==> src/rtl/ram_access_arbiter_if.sv <==
// rtl/ram_access_arbiter_if.sv - requester access port bundle for the RAM arbiter
interface ram_access_arbiter_if #(
    parameter int ADDR_W = 5,
    parameter int DATA_W = 32
);
    logic              req;
    logic              we;
    logic [ADDR_W-1:0] addr;
    logic [DATA_W-1:0] wdata;
    logic              done;
    logic [DATA_W-1:0] rdata;

    // requester side: drives the request and payload, receives completion
    modport master (
        output req, we, addr, wdata,
        input  done, rdata
    );

    // arbiter side
    modport slave (
        input  req, we, addr, wdata,
        output done, rdata
    );
endinterface

==> src/rtl/ram_access_arbiter.sv <==
// rtl/ram_access_arbiter.sv - two-port arbiter sequencing accesses to a single-port RAM
module ram_access_arbiter #(
    parameter int ADDR_W         = 5,
    parameter int DATA_W         = 32,
    parameter int FIXED_PRIORITY = 0,
    parameter int CNT_W          = 16
) (
    input  logic                wb_clk_i,
    input  logic                wb_rst_i,
    ram_access_arbiter_if.slave r0,
    ram_access_arbiter_if.slave r1,
    input  logic                lock0,
    output logic                ram_en,
    output logic                ram_we,
    output logic [ADDR_W-1:0]   ram_addr,
    output logic [DATA_W-1:0]   ram_wdata,
    input  logic [DATA_W-1:0]   ram_rdata,
    output logic                busy,
    output logic                owner,
    output logic [CNT_W-1:0]    cnt0,
    output logic [CNT_W-1:0]    cnt1
);

    typedef enum logic [1:0] {
        S_IDLE,
        S_ACCESS,
        S_CAPTURE,
        S_DONE
    } state_t;

    localparam logic [CNT_W-1:0] CNT_ONE = {{(CNT_W-1){1'b0}}, 1'b1};
    localparam logic [CNT_W-1:0] CNT_MAX = {CNT_W{1'b1}};

    state_t              state_q, state_d;
    logic                ram_en_q, ram_en_d;
    logic                ram_we_q, ram_we_d;
    logic [ADDR_W-1:0]   ram_addr_q, ram_addr_d;
    logic [DATA_W-1:0]   ram_wdata_q, ram_wdata_d;
    logic                busy_q, busy_d;
    logic                owner_q, owner_d;
    logic                last_grant_q, last_grant_d;
    logic                acc_we_q, acc_we_d;
    logic [CNT_W-1:0]    cnt0_q, cnt0_d;
    logic [CNT_W-1:0]    cnt1_q, cnt1_d;
    logic                r0_done_q, r0_done_d;
    logic                r1_done_q, r1_done_d;
    logic [DATA_W-1:0]   r0_rdata_q, r0_rdata_d;
    logic [DATA_W-1:0]   r1_rdata_q, r1_rdata_d;

    logic elig0;
    logic elig1;
    logic win;

    // eligibility and winner selection; lock0 hides port 1 from the arbiter
    always_comb begin
        elig0 = r0.req;
        elig1 = r1.req && !lock0;
        win   = 1'b0;
        if (elig0 && elig1) begin
            win = (FIXED_PRIORITY != 0) ? 1'b0 : ~last_grant_q;
        end else begin
            win = elig1;
        end
    end

    // next-state and next-output computation for the 4-cycle access sequence
    always_comb begin
        state_d      = state_q;
        ram_en_d     = 1'b0;
        ram_we_d     = 1'b0;
        ram_addr_d   = ram_addr_q;
        ram_wdata_d  = ram_wdata_q;
        busy_d       = busy_q;
        owner_d      = owner_q;
        last_grant_d = last_grant_q;
        acc_we_d     = acc_we_q;
        cnt0_d       = cnt0_q;
        cnt1_d       = cnt1_q;
        r0_done_d    = 1'b0;
        r1_done_d    = 1'b0;
        r0_rdata_d   = r0_rdata_q;
        r1_rdata_d   = r1_rdata_q;
        case (state_q)
            S_IDLE: begin
                if (elig0 || elig1) begin
                    ram_en_d     = 1'b1;
                    ram_we_d     = win ? r1.we : r0.we;
                    acc_we_d     = win ? r1.we : r0.we;
                    ram_addr_d   = win ? r1.addr : r0.addr;
                    ram_wdata_d  = win ? r1.wdata : r0.wdata;
                    owner_d      = win;
                    last_grant_d = win;
                    busy_d       = 1'b1;
                    state_d      = S_ACCESS;
                    if (win) begin
                        if (cnt1_q != CNT_MAX) cnt1_d = cnt1_q + CNT_ONE;
                    end else begin
                        if (cnt0_q != CNT_MAX) cnt0_d = cnt0_q + CNT_ONE;
                    end
                end
            end
            S_ACCESS: begin
                state_d = S_CAPTURE;
            end
            S_CAPTURE: begin
                // write accesses leave the requester's last read data untouched
                if (!acc_we_q) begin
                    if (owner_q) r1_rdata_d = ram_rdata;
                    else         r0_rdata_d = ram_rdata;
                end
                if (owner_q) r1_done_d = 1'b1;
                else         r0_done_d = 1'b1;
                state_d = S_DONE;
            end
            S_DONE: begin
                busy_d  = 1'b0;
                state_d = S_IDLE;
            end
            default: begin
                busy_d  = 1'b0;
                state_d = S_IDLE;
            end
        endcase
    end

    // state and output registers; reset aborts any access in flight
    always_ff @(posedge wb_clk_i or posedge wb_rst_i) begin
        if (wb_rst_i) begin
            state_q      <= S_IDLE;
            ram_en_q     <= 1'b0;
            ram_we_q     <= 1'b0;
            ram_addr_q   <= '0;
            ram_wdata_q  <= '0;
            busy_q       <= 1'b0;
            owner_q      <= 1'b0;
            last_grant_q <= 1'b1;
            acc_we_q     <= 1'b0;
            cnt0_q       <= '0;
            cnt1_q       <= '0;
            r0_done_q    <= 1'b0;
            r1_done_q    <= 1'b0;
            r0_rdata_q   <= '0;
            r1_rdata_q   <= '0;
        end else begin
            state_q      <= state_d;
            ram_en_q     <= ram_en_d;
            ram_we_q     <= ram_we_d;
            ram_addr_q   <= ram_addr_d;
            ram_wdata_q  <= ram_wdata_d;
            busy_q       <= busy_d;
            owner_q      <= owner_d;
            last_grant_q <= last_grant_d;
            acc_we_q     <= acc_we_d;
            cnt0_q       <= cnt0_d;
            cnt1_q       <= cnt1_d;
            r0_done_q    <= r0_done_d;
            r1_done_q    <= r1_done_d;
            r0_rdata_q   <= r0_rdata_d;
            r1_rdata_q   <= r1_rdata_d;
        end
    end

    assign ram_en    = ram_en_q;
    assign ram_we    = ram_we_q;
    assign ram_addr  = ram_addr_q;
    assign ram_wdata = ram_wdata_q;
    assign busy      = busy_q;
    assign owner     = owner_q;
    assign cnt0      = cnt0_q;
    assign cnt1      = cnt1_q;
    assign r0.done   = r0_done_q;
    assign r1.done   = r1_done_q;
    assign r0.rdata  = r0_rdata_q;
    assign r1.rdata  = r1_rdata_q;

endmodule

==> src/flat_wrapper.sv <==
// flat-port wrapper written by rule: the top's interface ports become plain ports
module ram_access_arbiter_flat 
#(
    parameter int ADDR_W         = 5,
    parameter int DATA_W         = 32,
    parameter int FIXED_PRIORITY = 0,
    parameter int CNT_W          = 16
)
  (wb_clk_i, wb_rst_i, lock0, ram_en, ram_we, ram_addr, ram_wdata, ram_rdata, busy, owner, cnt0, cnt1, r0_req, r0_we, r0_addr, r0_wdata, r0_done, r0_rdata, r1_req, r1_we, r1_addr, r1_wdata, r1_done, r1_rdata);
  ram_access_arbiter_if #(.ADDR_W(ADDR_W), .DATA_W(DATA_W)) r0_i ();
  ram_access_arbiter_if #(.ADDR_W(ADDR_W), .DATA_W(DATA_W)) r1_i ();
  input  logic wb_clk_i;
  input  logic wb_rst_i;
  input  logic lock0;
  output logic ram_en;
  output logic ram_we;
  output logic [ADDR_W-1:0] ram_addr;
  output logic [DATA_W-1:0] ram_wdata;
  input  logic [DATA_W-1:0] ram_rdata;
  output logic busy;
  output logic owner;
  output logic [CNT_W-1:0] cnt0;
  output logic [CNT_W-1:0] cnt1;
  input wire logic [$bits(r0_i.req)-1:0] r0_req;
  input wire logic [$bits(r0_i.we)-1:0] r0_we;
  input wire logic [$bits(r0_i.addr)-1:0] r0_addr;
  input wire logic [$bits(r0_i.wdata)-1:0] r0_wdata;
  output wire logic [$bits(r0_i.done)-1:0] r0_done;
  output wire logic [$bits(r0_i.rdata)-1:0] r0_rdata;
  input wire logic [$bits(r1_i.req)-1:0] r1_req;
  input wire logic [$bits(r1_i.we)-1:0] r1_we;
  input wire logic [$bits(r1_i.addr)-1:0] r1_addr;
  input wire logic [$bits(r1_i.wdata)-1:0] r1_wdata;
  output wire logic [$bits(r1_i.done)-1:0] r1_done;
  output wire logic [$bits(r1_i.rdata)-1:0] r1_rdata;
  assign r0_i.req = r0_req;
  assign r0_i.we = r0_we;
  assign r0_i.addr = r0_addr;
  assign r0_i.wdata = r0_wdata;
  assign r0_done = r0_i.done;
  assign r0_rdata = r0_i.rdata;
  assign r1_i.req = r1_req;
  assign r1_i.we = r1_we;
  assign r1_i.addr = r1_addr;
  assign r1_i.wdata = r1_wdata;
  assign r1_done = r1_i.done;
  assign r1_rdata = r1_i.rdata;
  ram_access_arbiter #(.ADDR_W(ADDR_W), .DATA_W(DATA_W), .FIXED_PRIORITY(FIXED_PRIORITY), .CNT_W(CNT_W)) u_core (.wb_clk_i(wb_clk_i), .wb_rst_i(wb_rst_i), .r0(r0_i), .r1(r1_i), .lock0(lock0), .ram_en(ram_en), .ram_we(ram_we), .ram_addr(ram_addr), .ram_wdata(ram_wdata), .ram_rdata(ram_rdata), .busy(busy), .owner(owner), .cnt0(cnt0), .cnt1(cnt1));
endmodule
==> config.mk <==
export PLATFORM = sky130hd
export DESIGN_NAME = ram_access_arbiter_flat
export DESIGN_NICKNAME = d
export VERILOG_FILES = /design/src/rtl/ram_access_arbiter_if.sv /design/src/rtl/ram_access_arbiter.sv /design/src/flat_wrapper.sv
export SDC_FILE = /design/constraint.sdc
export NUM_CORES = 1
export LEC_CHECK = 0
export BUFFER_PORTS_ARGS = -buffer_cell sky130_fd_sc_hd__buf_2
export CAP_MARGIN = 20
export CORE_ASPECT_RATIO = 0.5
export CORE_MARGIN = 1
export CORE_UTILIZATION = 52
export DETAILED_ROUTE_END_ITERATION = 10
export GPL_TIMING_DRIVEN = 0
export PLACE_DENSITY = 0.82
export SLEW_MARGIN = 20
export SYNTH_ARGS = -nofsm -noshare
export SYNTH_HDL_FRONTEND = slang
export SYNTH_SLANG_ARGS = --single-unit
==> constraint.sdc <==
create_clock -name wb_clk_i -period 7.7 [get_ports wb_clk_i]
set_input_delay 1.54 -clock wb_clk_i [delete_from_list [all_inputs] [get_ports wb_clk_i]]
set_output_delay 1.54 -clock wb_clk_i [all_outputs]
set_load 0.005 [all_outputs]
After elaboration in Yosys (flattened, before gate mapping)
Index checks and enable logic that the tools add are counted.

Register bits after elaboration: 143. Output and inout bits: 139. Word-level logic and storage cells: 55.

Reductions and logical operators: 12. Equal/unequal tests: 6. Multiplexer cells: 16. Add/sub/neg operators: 2. Bitwise gates (word level): 4.

Operator list (number): 16-bit by 1-bit adder with 16-bit output, second input constant (2); 32-bit 2-to-1 mux (1); 16-bit inequality test, second input constant (2); 1-bit 2-to-1 mux (11); 2-bit one-hot mux with 4 select lines (1); 4-bit AND reduction (2); 3-bit AND reduction (2); 5-bit 2-to-1 mux (1); 2-bit == test, second input constant (2); 1-bit NOT (4); 2-bit AND reduction (2); 2-bit by 1-bit == test with 1-bit output, second input constant (1); 1-bit logical AND (2); 2-bit logical NOT (1); 2-bit 2-to-1 mux (1); 2-bit by 1-bit inequality test with 1-bit output, second input constant (1); 1-bit one-hot mux with 2 select lines (1); 2-bit nonzero test (1); 1-bit logical NOT (1); 1-bit logical OR (1).

Depth between registers and ports, before layout
Depth in word-level cells: 7. Depth in mapped cells: 7.

Worst setup path after synthesis
OpenSTA, ideal clock, no wires.

Path type: input to register. Start point: in r0_req. End point: reg u_core.cnt0_q[1], in the netlist u_core.cnt0[1]. Required time: 7.575 ns. Stages on the path: 5. Path slack: 4.972 ns. Arrival time: 2.603 ns. Library setup time: 0.125 ns. Cell sequence: buf_4 > nand2_2 > or2_2 > a21oi_1 > mux2_2.

Word-level cells in the longest chain between the ends: 4. Elaborated cells on any way between the ends: 5. Those cells by class: mux: 1; bitwise: 1; reduce/logical: 3.

Ends and longest elaborated chain: from (decl) (RTL line flat_wrapper.sv:24) `input wire logic [$bits(r0_i.req)-1:0] r0_req;`; 1-bit logical AND (RTL line ram_access_arbiter.sv:59) `if (elig0 && elig1) begin`; 1-bit 2-to-1 mux (RTL line ram_access_arbiter.sv:59); 1-bit NOT (no source line); 4-bit AND reduction (no source line) *; to (signal assigned) (RTL line ram_access_arbiter.sv:154) `cnt0_q <= cnt0_d;`; to (decl) (RTL line ram_access_arbiter.sv:43) `logic [CNT_W-1:0] cnt0_q, cnt0_d;`.

Mark *: on every way between the ends. The rest lies on a longest branch, timed or not. A chain may end at the register's enable or synchronous reset.

Final worst setup path
Start point: in lock0. End point: reg u_core.ram_wdata_q[11], in the netlist u_core.ram_wdata[11].

Word-level cells in the longest chain between the ends: 5. Elaborated cells on any way between the ends: 7. Those cells by class: mux: 2; reduce/logical: 5.

Ends and longest elaborated chain: from (decl) (RTL line flat_wrapper.sv:14) `input logic lock0;`; 1-bit logical NOT * (RTL line ram_access_arbiter.sv:57) `elig1 = r1.req && !lock0;`; 1-bit logical AND * (RTL line ram_access_arbiter.sv:57); 1-bit logical AND (RTL line ram_access_arbiter.sv:59); 1-bit 2-to-1 mux (RTL line ram_access_arbiter.sv:59); 32-bit 2-to-1 mux (RTL line ram_access_arbiter.sv:90) `ram_wdata_d = win ? r1.wdata : r0.wdata;`; to (signal assigned) (RTL line ram_access_arbiter.sv:149) `ram_wdata_q <= ram_wdata_d;`; to (decl) (RTL line ram_access_arbiter.sv:38) `logic [DATA_W-1:0] ram_wdata_q, ram_wdata_d;`.

Marks and branches as above.

==> run metrics <==
core box area=about 0.011 mm2; vias in the first global route=4747; synthesized area=about 0.006 mm2; Hold Crit Class=reg2reg; worst path cell trace=buf_2 -> nand2b_4 -> a21oi_2 -> clkbuf_1 -> a22o_1 -> a22o_1; Antenna Nets Post-Route=0; async set-or-reset flop fraction in the synthesized netlist=100%; Combinational Power Share=34.1%; Clock transition at path regs=0.06 ns; DR pass1 iterations=5; Worst R2R Setup Slack=5.56 ns; wirelength, routed=15000 um; fmax=366 MHz; fin nets=about 840; Worst Max-Slew Pin Slew=0.608 ns; Top Ports=around 250; Synth Area per Inst=13.6 um2; status=complete, no violations; antenna cells=0; DR vias=4827; GRT Resource Usage Total=24.9%; Die X=156 um; GR Overflow Total=0; Via-to-Cell Ratio=5.38; skew final=0.00983 ns; Critical Path End Type=register; most frequent cells in the layout=buf_2 (259), dfrtp_1 (142), a22o_1 (76); Remaining DRCs=0; CP arrival=3.07 ns; CP bufs+invs=2; PortBufs=250; max-cap violations=0; H-Tree Depth=4; Area growth syn-to-layout=33.0%; Clock power frac=between 20% and 30%; P_leak=0.00410 uW; GPL Wtd Cong=roughly 0.8; placed wire-length estimate=11200 um; Rel. slew slack=59.5%; Critical Path RT=8.04 ns; Inserted Clock Buffers=17; Final Max Tran Viols=0; Netlist cell types=between 50 and 60; fillers=808; RSZ-0062 raised after global routing=false; switching part of the total power=32.2%; Power Total=3040 uW; routed len/inst=16.7 um; initial detailed-routing violation count=between 150 and 200; die area=0.0123 mm2; Critical Path Start Type=input port; cell-internal power=2060 uW; Tmin final=2.73 ns; pin count of the biggest net entering global routing=90; TritonCTS clock tree=built; Root Buffer Master=clkbuf_16; Crit path top cell by count=a22o_1; CTS sink count=143; Initial Util=54.7%; cells after synthesis=455; commonest non-fill, non-tap cell in the layout=buf_2; clk buf depth=2; Die Y-Extent=79.0 um; post-cts resize count=0; predominant post-synthesis flop cell=dfrtp_1; crit-path max FO=10; crit path kind=in2reg; initial antenna violation count=0; EDFF count, synth=0; largest stage delay on the critical path=0.53 ns; final setup fails=0; Worst-Skew Late Latency=just over 0.4 ns; postcts setup bufs=0; P per Cell Area=370 mW/mm2; Sequential Power Share=between 40% and 50%; Final period util=35.5%; peak supply drop=roughly 0.16 mV; Setup TNS=0 ns; Psw=977 uW; Row Count=27; Yosys warning total=0; Yosys reg bits=143; global-route wire length before repair=23800 um; post-synthesis sequential area ratio=slightly below 60%; syn_nets=573; Critical-path top delay cell=clkbuf_1; Largest delay share family, worst path=compound AO/OA/AOI/OAI gates; hold-fix buffer count after cts=0; Hold Fails Final Rpt=0; share of cells above drive strength 1=50.8%
## cells by family (layout without fill, tap and decap cells)
logic type | count (synthesis) | in the layout | synth area share, %
AO/OA/AOI/OAI | 103 | 103 | 14.1
XOR/XNOR | 28 | 28 | 3.97
adder cells (fa/ha/maj) | 5 | 5 | 1.01
buffers and inverters | 35 | 318 | 2.53
flip-flops | 143 | 143 | 58.0
multiplexers | 67 | 67 | 12.3
AND/OR/NAND/NOR | 74 | 74 | 8.09
## area by class of cell
class                      count  area [um2]  area share [%]
sequential                   143        3580            43.6
multi-input combinational    277        2430            29.7
timing repair buffer         251        1280            15.6
clock buffer                  18         429            5.23
tap                          159         199            2.42
buffer                        28         130            1.59
clock inverter                14         124            1.51
inverter                       7        33.8           0.412
## layer usage
layer	part of all wire (%)	up-vias	global-route usage, %
met5	0	-	0
li1	-	2266	-
met4	1.3	0	7.84
met1	43	2385	31.1
met2	51	155	43.3
met3	5.1	21	5.68
## cell usage after synthesis (4+ instances only)
cell type / number / share of area, %
ha_1: 5 / 1.0
nand3_1: 10 / 0.81
xor2_1: 9 / 1.3
dfrtp_1: 142 / 58
mux2_2: 64 / 12
buf_2: 9 / 0.73
nor3_1: 6 / 0.49
xnor2_1: 19 / 2.7
clkbuf_1: 14 / 0.85
nand4_1: 10 / 1.0
and3_1: 5 / 0.51
a21oi_1: 4 / 0.32
a22o_1: 76 / 11
inv_1: 7 / 0.43
nor2_1: 5 / 0.30
nand2_1: 11 / 0.67
## metrics by stage
stage                     std cells  area (um2)  hold slack [ns]  util [%]  setup WS (ns)
after floorplan                 455        6170            0.463         -           2.32
after global placement          864        7620            0.464      67.5          0.890
after detailed placement        865        7660            0.474      67.9           4.55
after CTS                       897        8210            0.488      72.8           4.95
after global routing            897        8210            0.512      72.8           4.83
final                           897        8210            0.485      72.8           4.97
## path summary, 6_finish.rpt
kind,startpoint,to,cells after the start
worst max register to register,u_core.state_q[0],u_core.r0.rdata[27],7
worst max-delay path,lock0,u_core.ram_wdata[11],6
min in group asynchronous,wb_rst_i,u_core.r0.rdata[14],2
worst min register to register,u_core.r0.rdata[23],u_core.r0.rdata[23],1
max in group asynchronous,wb_rst_i,u_core.last_grant_q,3
worst min-delay path,u_core.r0.rdata[23],u_core.r0.rdata[23],1
## flip-flops by register name (all words and copies together), names as in the netlist
signal / cells
u_core.cnt0: 16
u_core.state_q: 2
u_core.cnt1: 16
u_core.ram_addr: 5
u_core.r1.rdata: 32
u_core.last_grant_q: 1
u_core.r0.rdata: 32
u_core.owner: 1
u_core.ram_we: 1
u_core.acc_we_q: 1
u_core.ram_wdata: 32
u_core.ram_en: 1
u_core.busy: 1
u_core.r1.done: 1
u_core.r0.done: 1
## power by group through the flow
| stage | Clock (uW) | Sequential, uW | Combinational (uW) |
|---|---|---|---|
| 2_1_floorplan | 0 | 1270 | 539 |
| 3_3_place_gp | 0 | 1230 | 1010 |
| 3_5_place_dp | 0 | 1250 | 1050 |
| 4_1_cts | 777 | 1240 | 1050 |
| 5_1_grt | 806 | 1280 | 1140 |
| 6_report | 761 | 1240 | 1040 |
No activity file was read; power rests on OpenSTA's default activity.
